File: src/rtl/wb_conmax_arb_if.sv
// Request/priority inputs and grant outputs shared by a Wishbone conmax slave
// arbiter and the logic that drives it.
interface wb_conmax_arb_if;
  logic [7:0]  req_i;
  logic [31:0] pri_i;
  logic [2:0]  gnt_o;
  logic        gnt_vld_o;
  logic        gnt_chg_o;
  logic        to_o;

  modport master (
    output req_i,
    output pri_i,
    input  gnt_o,
    input  gnt_vld_o,
    input  gnt_chg_o,
    input  to_o
  );

  modport slave (
    input  req_i,
    input  pri_i,
    output gnt_o,
    output gnt_vld_o,
    output gnt_chg_o,
    output to_o
  );
endinterface

File: src/rtl/wb_conmax_slave_arb.sv
// Per-slave 8-master arbiter: priority levels with round-robin inside a level,
// grant held for the whole bus cycle. WB_CONMAX_ARB_TIMEOUT_EN adds forced release.
module wb_conmax_slave_arb #(
  parameter int unsigned TO_W     = 8,
  parameter int unsigned MAX_HOLD = 255
) (
  input  logic            clk_i,
  input  logic            rst_ni,
  wb_conmax_arb_if.slave  bus
);

  localparam logic [0:0] ST_IDLE = 1'b0;
  localparam logic [0:0] ST_BUSY = 1'b1;

  if (MAX_HOLD < 1 || MAX_HOLD >= (64'd1 << TO_W)) begin : g_bad_max_hold
    $error("MAX_HOLD must be in 1 .. 2**TO_W-1");
  end

  logic [0:0] state_q, state_d;
  logic [2:0] gnt_q, gnt_d;
  logic [2:0] last_q, last_d;
  logic       chg_q, chg_d;
  logic       to_q, to_d;

  logic [1:0] lvl [8];
  logic [1:0] max_lvl;
  logic [7:0] arb_req;
  logic [7:0] cand;
  logic [2:0] win;
  logic [2:0] idx;
  logic       win_vld;
  logic       owner_req;
  logic       hold_to;
  logic       grant;

  function automatic logic [1:0] level_of(input logic [3:0] v);
    if (v[3])      return 2'd3;
    else if (v[2]) return 2'd2;
    else if (v[1]) return 2'd1;
    else           return 2'd0;
  endfunction

  assign owner_req = bus.req_i[gnt_q];

`ifdef WB_CONMAX_ARB_TIMEOUT_EN
  localparam logic [TO_W-1:0] HOLD_LAST = TO_W'(MAX_HOLD - 1);

  logic [TO_W-1:0] hold_q, hold_d;

  assign hold_to = (state_q == ST_BUSY) && owner_req && (hold_q == HOLD_LAST);

  always_comb begin
    hold_d = hold_q;
    if (grant || hold_to) begin
      hold_d = '0;
    end else if (state_q == ST_BUSY) begin
      hold_d = hold_q + 1'b1;
    end
  end

  always_ff @(posedge clk_i or negedge rst_ni) begin
    if (!rst_ni) begin
      hold_q <= '0;
    end else begin
      hold_q <= hold_d;
    end
  end
`else
  assign hold_to = 1'b0;
`endif

  // On a forced release the current owner must not win its own re-arbitration.
  assign arb_req = bus.req_i & ~(hold_to ? (8'b1 << gnt_q) : 8'b0);

  always_comb begin
    max_lvl = 2'd0;
    for (int m = 0; m < 8; m++) begin
      lvl[m] = level_of(bus.pri_i[4*m +: 4]);
      if (arb_req[m] && (lvl[m] > max_lvl)) begin
        max_lvl = lvl[m];
      end
    end
    for (int m = 0; m < 8; m++) begin
      cand[m] = arb_req[m] && (lvl[m] == max_lvl);
    end
  end

  always_comb begin
    win     = 3'd0;
    win_vld = 1'b0;
    idx     = 3'd0;
    for (int k = 1; k <= 8; k++) begin
      idx = last_q + 3'(k);
      if (!win_vld && cand[idx]) begin
        win     = idx;
        win_vld = 1'b1;
      end
    end
  end

  always_comb begin
    state_d = state_q;
    gnt_d   = gnt_q;
    last_d  = last_q;
    chg_d   = 1'b0;
    to_d    = 1'b0;
    grant   = 1'b0;
    case (state_q)
      ST_IDLE: begin
        grant = win_vld;
      end
      ST_BUSY: begin
        if (!owner_req) begin
          grant = win_vld;
          if (!win_vld) begin
            state_d = ST_IDLE;
          end
        end else if (hold_to) begin
          to_d  = 1'b1;
          grant = win_vld;
        end
      end
      default: state_d = ST_IDLE;
    endcase
    if (grant) begin
      gnt_d   = win;
      last_d  = win;
      state_d = ST_BUSY;
      chg_d   = 1'b1;
    end
  end

  always_ff @(posedge clk_i or negedge rst_ni) begin
    if (!rst_ni) begin
      state_q <= ST_IDLE;
      gnt_q   <= 3'd0;
      last_q  <= 3'd7;
      chg_q   <= 1'b0;
      to_q    <= 1'b0;
    end else begin
      state_q <= state_d;
      gnt_q   <= gnt_d;
      last_q  <= last_d;
      chg_q   <= chg_d;
      to_q    <= to_d;
    end
  end

  assign bus.gnt_o     = gnt_q;
  assign bus.gnt_vld_o = (state_q == ST_BUSY);
  assign bus.gnt_chg_o = chg_q;
  assign bus.to_o      = to_q;

endmodule

File: src/flat_wrapper.sv
// flat-port wrapper written by rule: the top's interface ports become plain ports
module wb_conmax_slave_arb_flat 
#(
  parameter int unsigned TO_W     = 8,
  parameter int unsigned MAX_HOLD = 255
)
  (clk_i, rst_ni, bus_req_i, bus_pri_i, bus_gnt_o, bus_gnt_vld_o, bus_gnt_chg_o, bus_to_o);
  wb_conmax_arb_if bus_i ();
  input  logic clk_i;
  input  logic rst_ni;
  input wire logic [$bits(bus_i.req_i)-1:0] bus_req_i;
  input wire logic [$bits(bus_i.pri_i)-1:0] bus_pri_i;
  output wire logic [$bits(bus_i.gnt_o)-1:0] bus_gnt_o;
  output wire logic [$bits(bus_i.gnt_vld_o)-1:0] bus_gnt_vld_o;
  output wire logic [$bits(bus_i.gnt_chg_o)-1:0] bus_gnt_chg_o;
  output wire logic [$bits(bus_i.to_o)-1:0] bus_to_o;
  assign bus_i.req_i = bus_req_i;
  assign bus_i.pri_i = bus_pri_i;
  assign bus_gnt_o = bus_i.gnt_o;
  assign bus_gnt_vld_o = bus_i.gnt_vld_o;
  assign bus_gnt_chg_o = bus_i.gnt_chg_o;
  assign bus_to_o = bus_i.to_o;
  wb_conmax_slave_arb #(.TO_W(TO_W), .MAX_HOLD(MAX_HOLD)) u_core (.clk_i(clk_i), .rst_ni(rst_ni), .bus(bus_i));
endmodule
File: config.mk
export PLATFORM = sky130hd
export DESIGN_NAME = wb_conmax_slave_arb_flat
export DESIGN_NICKNAME = d
export VERILOG_FILES = /design/src/rtl/wb_conmax_arb_if.sv /design/src/rtl/wb_conmax_slave_arb.sv /design/src/flat_wrapper.sv
export SDC_FILE = /design/constraint.sdc
export NUM_CORES = 1
export LEC_CHECK = 0
export ABC_AREA = 1
export BUFFER_PORTS_ARGS = -buffer_cell sky130_fd_sc_hd__buf_2
export CAP_MARGIN = 20
export CORE_UTILIZATION = 55
export DETAILED_ROUTE_END_ITERATION = 8
export GPL_TIMING_DRIVEN = 0
export PLACE_DENSITY_LB_ADDON = 0.2
export SLEW_MARGIN = 20
export SYNTH_ARGS = -nofsm -noshare
export SYNTH_HDL_FRONTEND = slang
export SYNTH_SLANG_ARGS = --single-unit
File: constraint.sdc
create_clock -name clk_i -period 2.8 [get_ports clk_i]
set_input_delay 0.28 -clock clk_i [delete_from_list [all_inputs] [get_ports clk_i]]
set_output_delay 0.28 -clock clk_i [all_outputs]
set_load 0.1 [all_outputs]
==> impl_metrics.yaml <==
floorplanning:
  dieArea_um2: 3824
  die_w_um: 61.84
  ios: 48
  core_um2: 3390
  start_util: 0.5810
  die_h_um: 61.84
  row_count: 21
placement:
  dpl_cell_area_um2: 2312
  gp_congestion: 0.9619
  dp_cells: 434
  place_ws_ns: -2.551
  dp_hpwl_um: 3994
  port_buffers: 38
logic_synthesis:
  ys_seq_area_frac: 0.1036
  synth_fp_nets: 400
  avgSynthCellArea_um2: 5.627
  async_flop_share: 1.000
  synth_top_family_by_area: "simple AND/OR/NAND/NOR gates"
  synth_edf_count: 0
  yosys.cell_count.top_type: "nand2_1"
  synth_xor_area_frac: 0.03113
  synth_top_area_frac: 0.1868
  yosys.area_share.simple: 0.5648
  synth.top_cells.by_count: "nand2_1 (98), nand3_1 (56), inv_1 (50), nor2_1 (28), a21oi_1 (16)"
  synthMuxAreaShare: 0
  synth_compound_area_frac: 0.1182
  synth_ff_type: "dfrtp_1"
  synthCells: 350
  syn_area_um2: 1969
  yosys_warnings: 0
  synth_cell_types: 36
  synthTopCellsByArea: "nand2_1 (19%), nand3_1 (14%), inv_1 (9.5%)"
  ys_ff_latch: 8
  yosysTopAreaCell: "nand2_1"
  synthAdderAreaFrac: 0.05083
sta:
  worstMarginPinSlew_ns: 0.5302
  period_share: 1.849
  rsz0062_at_grt: "yes"
  finalSetupTns_ns: -18.55
  finalClockSkew_ns: 0.003655
  worst_slack_ns: -2.376
  slew_headroom: 0.6454
  holdWs_ns: 0.3857
  fin_crit_ns: 5.176
  finalSetupViolCount: 8
  report.final.hold_viol_count: 0
  max_freq_mhz: 193.2
  finalMaxSlewViolations: 0
global_route:
  grt_pass1_wl_um: 8797
  grt_usage: 0.3037
  grt_pass1_vias: 2141
  grt_max_degree: 11
  antenna_found_initial: 0
  overflow: 0
critical_path:
  worst-path-max-fanout: 8
  slowest_delay_ns: 0.26
  crit_family: "simple AND/OR/NAND/NOR gates"
  crit_path_end_kind: "flop"
  cpMostUsedCell: "nand2_2"
  required_ns: 2.95
  cp.arrival_ns: 5.32
  path_class: "in -> reg"
  crit_slowest_cell: "ha_1"
  cp_num_buf_inv: 7
  reg2reg_slack_ns: -0.08
  worst_setup_path_start_kind: "input port"
final_layout:
  fin_cells: 454
  syn2layout_area_growth_pct: 40.28
  final_area_um2: 2763
  drive_above_1_share: 0.4167
  diodes: 0
  layout.nets: 459
min_path:
  hold_class: "in -> async"
routing:
  viasPerCell: 5.509
  drtIter0Drc: 149
  drt-pass1-iter-count: 5
  wirelength_um: 5848
  drc: 0
  vias: 2501
  ant_nets: 0
  routedWlPerCell_um: 12.88
clocking:
  clock-sinks: 8
  clk_latency_ns: 0.25
  clockBufferDepth: 2
  path_clk_slew_ns: 0.06
  h-tree-depth: 1
  cts_tree: "done"
  cts_buffers: 3
  ctsRootBufferMaster: "clkbuf_4"
power:
  power.ir.vdd_worst_mv: 1.135
  p_leak_nw: 1.418
  power_density_nw_per_um2: 1197
run_status:
  status: "complete, but fails checks"
  violations: "setup timing"
job:
  cap_violations: 0
[per-stage QoR]
step	total power, W	util
floorplan	0.002258	-
global placement	0.002666	0.6822
detailed placement	0.002706	0.6822
CTS	0.003055	0.7697
global route	0.003621	0.8151
finish	0.003307	0.8151
[where the power goes]
group,internal [W],switching [W]
Sequential,0.000194,0.0000542
Combinational,0.000954,0.00201
Clock,0.0000546,0.0000409
[final timing paths]
| path | start | to | cells after the start |
|---|---|---|---|
| max | bus_pri_i[2] | u_core.bus.gnt_o[1]$_DFFE_PN0P_ | 46 |
| min | rst_ni | u_core.bus.gnt_chg_o$_DFF_PN0_ | 2 |
| max reg2reg | u_core.last_q[0]$_DFFE_PN1P_ | u_core.bus.gnt_o[1]$_DFFE_PN0P_ | 15 |
| min reg2reg | u_core.bus.gnt_o[2]$_DFFE_PN0P_ | u_core.bus.gnt_o[2]$_DFFE_PN0P_ | 2 |
| max in group asynchronous | rst_ni | u_core.last_q[2]$_DFFE_PN1P_ | 2 |
| min in group clk_i | u_core.bus.gnt_o[2]$_DFFE_PN0P_ | u_core.bus.gnt_o[2]$_DFFE_PN0P_ | 2 |
[flip-flops by register name (all words and copies together) (netlist names)]
| signal | cells |
|---|---|
| u_core.bus.gnt_vld_o | 1 |
| u_core.bus.gnt_chg_o | 1 |
| u_core.last_q | 3 |
| u_core.bus.gnt_o | 3 |
[cells in the final DEF, fill, tap and decap left out, types with 4 or more instances in the layout]
master   count
dfrtp_1      5
nor2_1      25
nand2_2     25
xor2_1       6
nand3_2     27
nand3_1     35
a21oi_2      6
nor2_4       6
ha_4         4
a21oi_1     11
nand2_4     11
nand2_1     76
nand4_1      9
o21ai_1      4
ha_1         4
o21ai_0      6
inv_2        9
buf_4       16
inv_1       43
buf_2       36
[routing by layer]
layer  part of all wire  up-vias  global-route usage
li1                   -     1249                   -
met1               0.41     1125              0.3780
met2               0.52      113              0.5576
met3              0.056       14             0.02484
met4              0.013        0             0.08571
met5                  0        -                   0
[cell type report]
type,instances,area (um^2)
timing repair buffer,54,356.6
multi-input combinational,278,1844
buffer,5,31.28
sequential,8,203.9
clock buffer,4,26.28
tap,46,57.56
fill,246,626.9
inverter,59,242.7
[kinds of logic after synthesis]
group,after synthesis
compound gates,37
xor+xnor,7
fa+ha+maj,8
buf+inv,64
flops,8
other cells,1
simple gates,225
[repair_timing]
item,CTS,global route
setup buffers,12,3
hold buffers,1,0
pin swaps,28,30
gates resized for setup,43,28
gates cloned,0,0
endpoints found under the setup margin,8,8
endpoints found under the hold margin,5,0
No activity file was read; power rests on OpenSTA's default activity.
